$ cat src/rtl/muldiv_pkg.sv
// Shared definitions for the HI/LO multiply/divide unit, the ALU and the decoder:
// R-type funct codes and the sequencer state encoding.
package muldiv_pkg;

  localparam logic [5:0] F_MFHI  = 6'b010000;
  localparam logic [5:0] F_MTHI  = 6'b010001;
  localparam logic [5:0] F_MFLO  = 6'b010010;
  localparam logic [5:0] F_MTLO  = 6'b010011;
  localparam logic [5:0] F_MULT  = 6'b011000;
  localparam logic [5:0] F_MULTU = 6'b011001;
  localparam logic [5:0] F_DIV   = 6'b011010;
  localparam logic [5:0] F_DIVU  = 6'b011011;

  typedef enum logic [1:0] {
    MD_IDLE  = 2'd0,
    MD_MUL   = 2'd1,
    MD_DIV   = 2'd2,
    MD_FIXUP = 2'd3
  } md_state_t;

  function automatic logic is_mul_op(input logic [5:0] f);
    return (f == F_MULT) || (f == F_MULTU);
  endfunction

  function automatic logic is_div_op(input logic [5:0] f);
    return (f == F_DIV) || (f == F_DIVU);
  endfunction

  function automatic logic is_signed_op(input logic [5:0] f);
    return (f == F_MULT) || (f == F_DIV);
  endfunction

endpackage

$ cat src/rtl/muldiv_hilo_unit.sv
// Multi-cycle HI/LO sequencer: WIDTH-step shift-add multiply and restoring divide
// on unsigned magnitudes, with sign fixup applied in a final cycle.
module muldiv_hilo_unit
  import muldiv_pkg::*;
#(
  parameter int WIDTH = 32
) (
  input  logic             clk,
  input  logic             reset,
  input  logic             start,
  input  logic [5:0]       funct,
  input  logic [WIDTH-1:0] rs_data,
  input  logic [WIDTH-1:0] rt_data,
  output logic             busy,
  output logic             stall,
  output logic             done,
  output logic [WIDTH-1:0] hi,
  output logic [WIDTH-1:0] lo
);

  localparam int CW = $clog2(WIDTH);
  localparam logic [CW-1:0] LAST_STEP = CW'(WIDTH - 1);

  md_state_t          r_state;
  md_state_t          w_next_state;
  logic [CW-1:0]      r_cnt;
  logic [2*WIDTH-1:0] r_acc;      // mul: {partial, multiplier}; div: {remainder, dividend/quotient}
  logic [WIDTH-1:0]   r_opnd;     // multiplicand or divisor magnitude
  logic               r_is_mul;
  logic               r_neg_lo;   // product sign, or quotient sign
  logic               r_neg_hi;   // remainder sign (dividend sign)
  logic               r_wr_en;    // cleared on divide-by-zero
  logic               r_busy;
  logic               r_done;
  logic [WIDTH-1:0]   r_hi;
  logic [WIDTH-1:0]   r_lo;

  logic               w_accept;
  logic               w_last;
  logic               w_rs_neg;
  logic               w_rt_neg;
  logic [WIDTH-1:0]   w_rs_mag;
  logic [WIDTH-1:0]   w_rt_mag;
  logic [WIDTH:0]     w_mul_sum;
  logic [2*WIDTH-1:0] w_mul_step;
  logic [WIDTH:0]     w_div_trial;
  logic [2*WIDTH-1:0] w_div_step;
  logic [2*WIDTH-1:0] w_prod_fix;
  logic [WIDTH-1:0]   w_quo_fix;
  logic [WIDTH-1:0]   w_rem_fix;

  assign w_accept = (r_state == MD_IDLE) && start;
  assign w_last   = (r_cnt == LAST_STEP);

  assign w_rs_neg = is_signed_op(funct) && rs_data[WIDTH-1];
  assign w_rt_neg = is_signed_op(funct) && rt_data[WIDTH-1];
  assign w_rs_mag = w_rs_neg ? (~rs_data + 1'b1) : rs_data;
  assign w_rt_mag = w_rt_neg ? (~rt_data + 1'b1) : rt_data;

  // Shift-add: conditionally add the multiplicand into the upper half, then shift right.
  assign w_mul_sum  = {1'b0, r_acc[2*WIDTH-1:WIDTH]} + (r_acc[0] ? {1'b0, r_opnd} : '0);
  assign w_mul_step = {w_mul_sum, r_acc[WIDTH-1:1]};

  // Restoring step: the trial uses the remainder already shifted left by one bit.
  assign w_div_trial = r_acc[2*WIDTH-1:WIDTH-1] - {1'b0, r_opnd};
  assign w_div_step  = w_div_trial[WIDTH] ? {r_acc[2*WIDTH-2:0], 1'b0}
                                          : {w_div_trial[WIDTH-1:0], r_acc[WIDTH-2:0], 1'b1};

  assign w_prod_fix = r_neg_lo ? (~r_acc + 1'b1) : r_acc;
  assign w_quo_fix  = r_neg_lo ? (~r_acc[WIDTH-1:0] + 1'b1) : r_acc[WIDTH-1:0];
  assign w_rem_fix  = r_neg_hi ? (~r_acc[2*WIDTH-1:WIDTH] + 1'b1) : r_acc[2*WIDTH-1:WIDTH];

  always_ff @(posedge clk) begin
    if (reset) r_state <= MD_IDLE;
    else       r_state <= w_next_state;
  end

  always_comb begin
    // NOTE: default first so every path assigns the next state and no latch is inferred.
    w_next_state = r_state;
    case (r_state)
      MD_IDLE: begin
        if (start && is_mul_op(funct))      w_next_state = MD_MUL;
        else if (start && is_div_op(funct)) w_next_state = (rt_data == '0) ? MD_FIXUP : MD_DIV;
      end
      MD_MUL:   if (w_last) w_next_state = MD_FIXUP;
      MD_DIV:   if (w_last) w_next_state = MD_FIXUP;
      MD_FIXUP: w_next_state = MD_IDLE;
      default:  w_next_state = MD_IDLE;
    endcase
  end

  always_ff @(posedge clk) begin
    if (reset) begin
      r_cnt    <= '0;
      r_acc    <= '0;
      r_opnd   <= '0;
      r_is_mul <= 1'b0;
      r_neg_lo <= 1'b0;
      r_neg_hi <= 1'b0;
      r_wr_en  <= 1'b0;
      r_busy   <= 1'b0;
      r_done   <= 1'b0;
      r_hi     <= '0;
      r_lo     <= '0;
    end else begin
      // NOTE: non-blocking throughout so every register samples pre-edge values.
      r_done <= 1'b0;
      case (r_state)
        MD_IDLE: begin
          if (w_accept) begin
            if (funct == F_MTHI) r_hi <= rs_data;
            if (funct == F_MTLO) r_lo <= rs_data;
            if (is_mul_op(funct)) begin
              r_acc    <= {{WIDTH{1'b0}}, w_rt_mag};
              r_opnd   <= w_rs_mag;
              r_is_mul <= 1'b1;
              r_neg_lo <= w_rs_neg ^ w_rt_neg;
              r_neg_hi <= 1'b0;
              r_wr_en  <= 1'b1;
              r_cnt    <= '0;
              r_busy   <= 1'b1;
            end else if (is_div_op(funct)) begin
              r_acc    <= {{WIDTH{1'b0}}, w_rs_mag};
              r_opnd   <= w_rt_mag;
              r_is_mul <= 1'b0;
              r_neg_lo <= w_rs_neg ^ w_rt_neg;
              r_neg_hi <= w_rs_neg;
              r_wr_en  <= (rt_data != '0);
              r_cnt    <= '0;
              r_busy   <= 1'b1;
            end
          end
        end
        MD_MUL: begin
          r_acc <= w_mul_step;
          r_cnt <= r_cnt + 1'b1;
        end
        MD_DIV: begin
          r_acc <= w_div_step;
          r_cnt <= r_cnt + 1'b1;
        end
        MD_FIXUP: begin
          r_busy <= 1'b0;
          r_done <= 1'b1;
          if (r_wr_en) begin
            if (r_is_mul) begin
              r_hi <= w_prod_fix[2*WIDTH-1:WIDTH];
              r_lo <= w_prod_fix[WIDTH-1:0];
            end else begin
              r_hi <= w_rem_fix;
              r_lo <= w_quo_fix;
            end
          end
        end
        default: r_busy <= 1'b0;
      endcase
    end
  end

  assign busy  = r_busy;
  assign stall = r_busy;
  assign done  = r_done;
  assign hi    = r_hi;
  assign lo    = r_lo;

endmodule

$ cat config.mk
export PLATFORM = sky130hd
export DESIGN_NAME = muldiv_hilo_unit
export DESIGN_NICKNAME = d
export VERILOG_FILES = /design/src/rtl/muldiv_pkg.sv /design/src/rtl/muldiv_hilo_unit.sv
export SDC_FILE = /design/constraint.sdc
export NUM_CORES = 1
export LEC_CHECK = 0
export BUFFER_PORTS_ARGS = -buffer_cell sky130_fd_sc_hd__buf_2
export CAP_MARGIN = 30
export CORE_MARGIN = 2
export CORE_UTILIZATION = 61
export DETAILED_ROUTE_END_ITERATION = 10
export PLACE_DENSITY = 0.87
export SLEW_MARGIN = 30
export SYNTH_ARGS = -nofsm -noshare
export SYNTH_HDL_FRONTEND = slang
export SYNTH_SLANG_ARGS = --single-unit
$ cat constraint.sdc
create_clock -name clk -period 3.88 [get_ports clk]
set_input_delay 0.776 -clock clk [delete_from_list [all_inputs] [get_ports clk]]
set_output_delay 0.776 -clock clk [all_outputs]
set_load 0.01 [all_outputs]
==> results.cfg <==
[global_route]
grt_pass1_wl_um = 86600
grt_usage_pct = 43.27
antenna_found_initial = 1
grt_pass1_vias = 15350
grt_max_degree = 98
grt_overflow = 0

[worst_setup_path]
crit_arrival_ns = 4.00
cp-start-kind = flip-flop
timing.critical_path.slowest_stage_cell = o211ai_1
reg2reg_depth = 14
critPathMaxFanout = 11
path_class = flip-flop to flip-flop
slowest_delay_ns = 0.46
crit_top_cell = inv_1
critPathCapture = r_acc[60]
worstPathCellList = inv_1 -> ha_1 -> inv_1 -> fa_1 -> a21o_1 -> a221oi_1 -> a31oi_1 -> o31ai_2 -> nor3_1 -> o211ai_1 -> buf_4 -> a2111o_1 -> a21oi_1 -> a221o_1
crit_start = r_acc[31]
rrSetupSlack_ns = 0.21
r2r_start = r_acc[31]
cp-end-kind = flip-flop
worst_ep_required_time_ns = 4.21
reg2reg_to = r_acc[60]

[die]
die_h_um = 160.0
rows = 57
core_area_mm2 = 0.02411
dieArea_mm2 = 0.02559
io_pins = 140
die_x_um = 160.0
start_util_pct = 61.55

[yosys]
yosysSeqAreaShare_pct = 23.34
ys_warn_count = 0
synth.distinct_cells = 80
synthTopCellsByArea = dfxtp_1 23%, a21oi_1 7.9%, nor2_1 6.7%
ys_ff_latch = 173
synth.most_common_cell = nor2_1
yosys.area.top_type_share_pct = 23.34
synth_top_area_cell = dfxtp_1
syn-num-nets = 2217
syn_inst = 2067
synth_top_cells_by_count = 264 x nor2_1, 234 x a21oi_1, 191 x nand2_1, 173 x dfxtp_1, 133 x clkbuf_1
synth.avg_cell_area_um2 = 7.179
async_flop_share_pct = 0
synth_ff_type = dfxtp_1
synth_edf_count = 0
syn_area_mm2 = 0.01484

[placement]
port_buffers = 139
post-dp-hpwl_um = 44000
place.gp.congestion = 1.131

[sta]
fin_crit_sh_pct = 94.64
worst_pin_slew_ns = 0.9439
timing.hold.ws_ns = 0.4481
skew_ns = 0.01625
finalHoldViolations = 0
report.final.setup_viol = 0
max_freq_mhz = 272.3
relSlewSlack_pct = 37.07
finalMaxSlewViolations = 0
rsz0062_at_grt = true
min_period_ns = 3.672

[final_layout]
diodes = 0
drive_above_1_share_pct = 13.26
nets = 2316
syn_to_final_growth_pct = 12.19
fill_cells = 2106
final_util_pct = 69.05

[clock_tree]
postCtsResizedCells = 0
cts_root_buffer = clkbuf_16
max-clock-path-buffers = 2
path_clk_slew_ns = 0.08
hold_buffers = 0
cts_setup_buffers = 0
htree_levels = 4
cts.sinks = 173
cts_tree = built
clk_latency_ns = 0.44
cts-buffers-inserted = 17

[pwr]
total_power_mw = 6.864
ir_drop_mv = 0.2687
power_density_mw_per_mm2 = 412.3
power.static_leakage_nw = 7.029

[hold_path]
hp-class = flip-flop to flip-flop

[detailed_routing]
vias = 16800
routed_wl_um = 57070
viasPerCell = 6.710
drc = 0
first_pass_iters = 6
drt_iter0_markers = 2178
ant_nets = 0
wire_per_inst_um = 22.80

[job]
max-cap-violations = 0

[status]
outcome = completed
[registers in the layout, summed over array words and instances, names as in the netlist]
signal	cells
r_acc	64
hi	32
lo	32
r_opnd	32
r_cnt	5
r_state	2
busy	1
done	1
r_is_mul	1
r_neg_hi	1
r_neg_lo	1
r_wr_en	1
[cell usage in the layout (no fill, tap or decap), drive strengths merged, types with 68 or more instances in the layout]
| cell | Yosys | layout |
|---|---|---|
| inv | 72 | 77 |
| o21ai | 122 | 122 |
| buf | 15 | 229 |
| xnor2 | 92 | 92 |
| nor2 | 264 | 264 |
| xor2 | 78 | 78 |
| a21oi | 236 | 236 |
| nand2 | 191 | 191 |
| ha | 75 | 75 |
| a211oi | 68 | 68 |
| dfxtp | 173 | 173 |
[power by group]
| part | internal [mW] | switching (mW) |
|---|---|---|
| registers | 2.02 | 0.239 |
| clock network | 0.906 | 0.847 |
| logic | 1.01 | 1.84 |
| total | 3.94 | 2.92 |
[critical path: cells and delay by family, from the launching register on]
kind                     cells  cell delay, ns
buffers and inverters        3            0.47
flip-flops                   1            0.35
AO/OA/AOI/OAI                8            2.08
AND/OR/NAND/NOR              1            0.09
adder cells (fa/ha/maj)      2            0.58
[cell families after synthesis]
kind of cell | after synthesis | synth area share [%]
fa+ha+maj | 77 | 6.594
mux | 27 | 1.821
buf+inv | 221 | 5.675
compound gates | 707 | 30.95
flops | 173 | 23.34
xor+xnor | 170 | 10.03
simple gates | 692 | 21.59
[worst min path at each step]
stage	slack, ns	start	to	cells after the start
final	0.45	hi[11]	hi[11]	1
after global routing	0.47	hi[11]	hi[11]	1
after CTS	0.45	hi[7]	hi[7]	2
after detailed placement	0.44	hi[11]	hi[11]	1
after global placement	0.43	hi[22]	hi[22]	1
after floorplan	0.43	r_opnd[13]	r_opnd[13]	2
[metrics by stage]
| step | cells | setup TNS [ns] | instance area [um^2] | setup slack [ns] |
|---|---|---|---|---|
| floorplan | 2067 | 0 | 14840 | 0.3904 |
| global placement | 2471 | 0 | 16070 | 0.2044 |
| detailed placement | 2471 | 0 | 16070 | 0.07752 |
| CTS | 2503 | 0 | 16630 | 0.2935 |
| global route | 2503 | -0.3057 | 16650 | -0.05893 |
| finish | 2503 | 0 | 16650 | 0.2078 |
[area by class of cell]
class / count / area, um^2 / share of cell area [%]
repair buffers: 229 / 1381 / 8.298
clock buffers: 20 / 436.7 / 2.623
multi-input cells: 1673 / 10560 / 63.45
inverters: 72 / 270.3 / 1.624
well taps: 324 / 405.4 / 2.435
flip-flops and latches: 173 / 3463 / 20.81
clock inverters: 12 / 126.4 / 0.7592
[layer usage]
metal	global-route usage (%)	vias up	wire [um]
li1	-	7711	-
met4	21.91	0	3358
met2	64.82	1088	23950
met1	56.60	7808	22370
met3	12.83	188	7390
met5	0	-	0
Power figures use the tool's default switching activity.
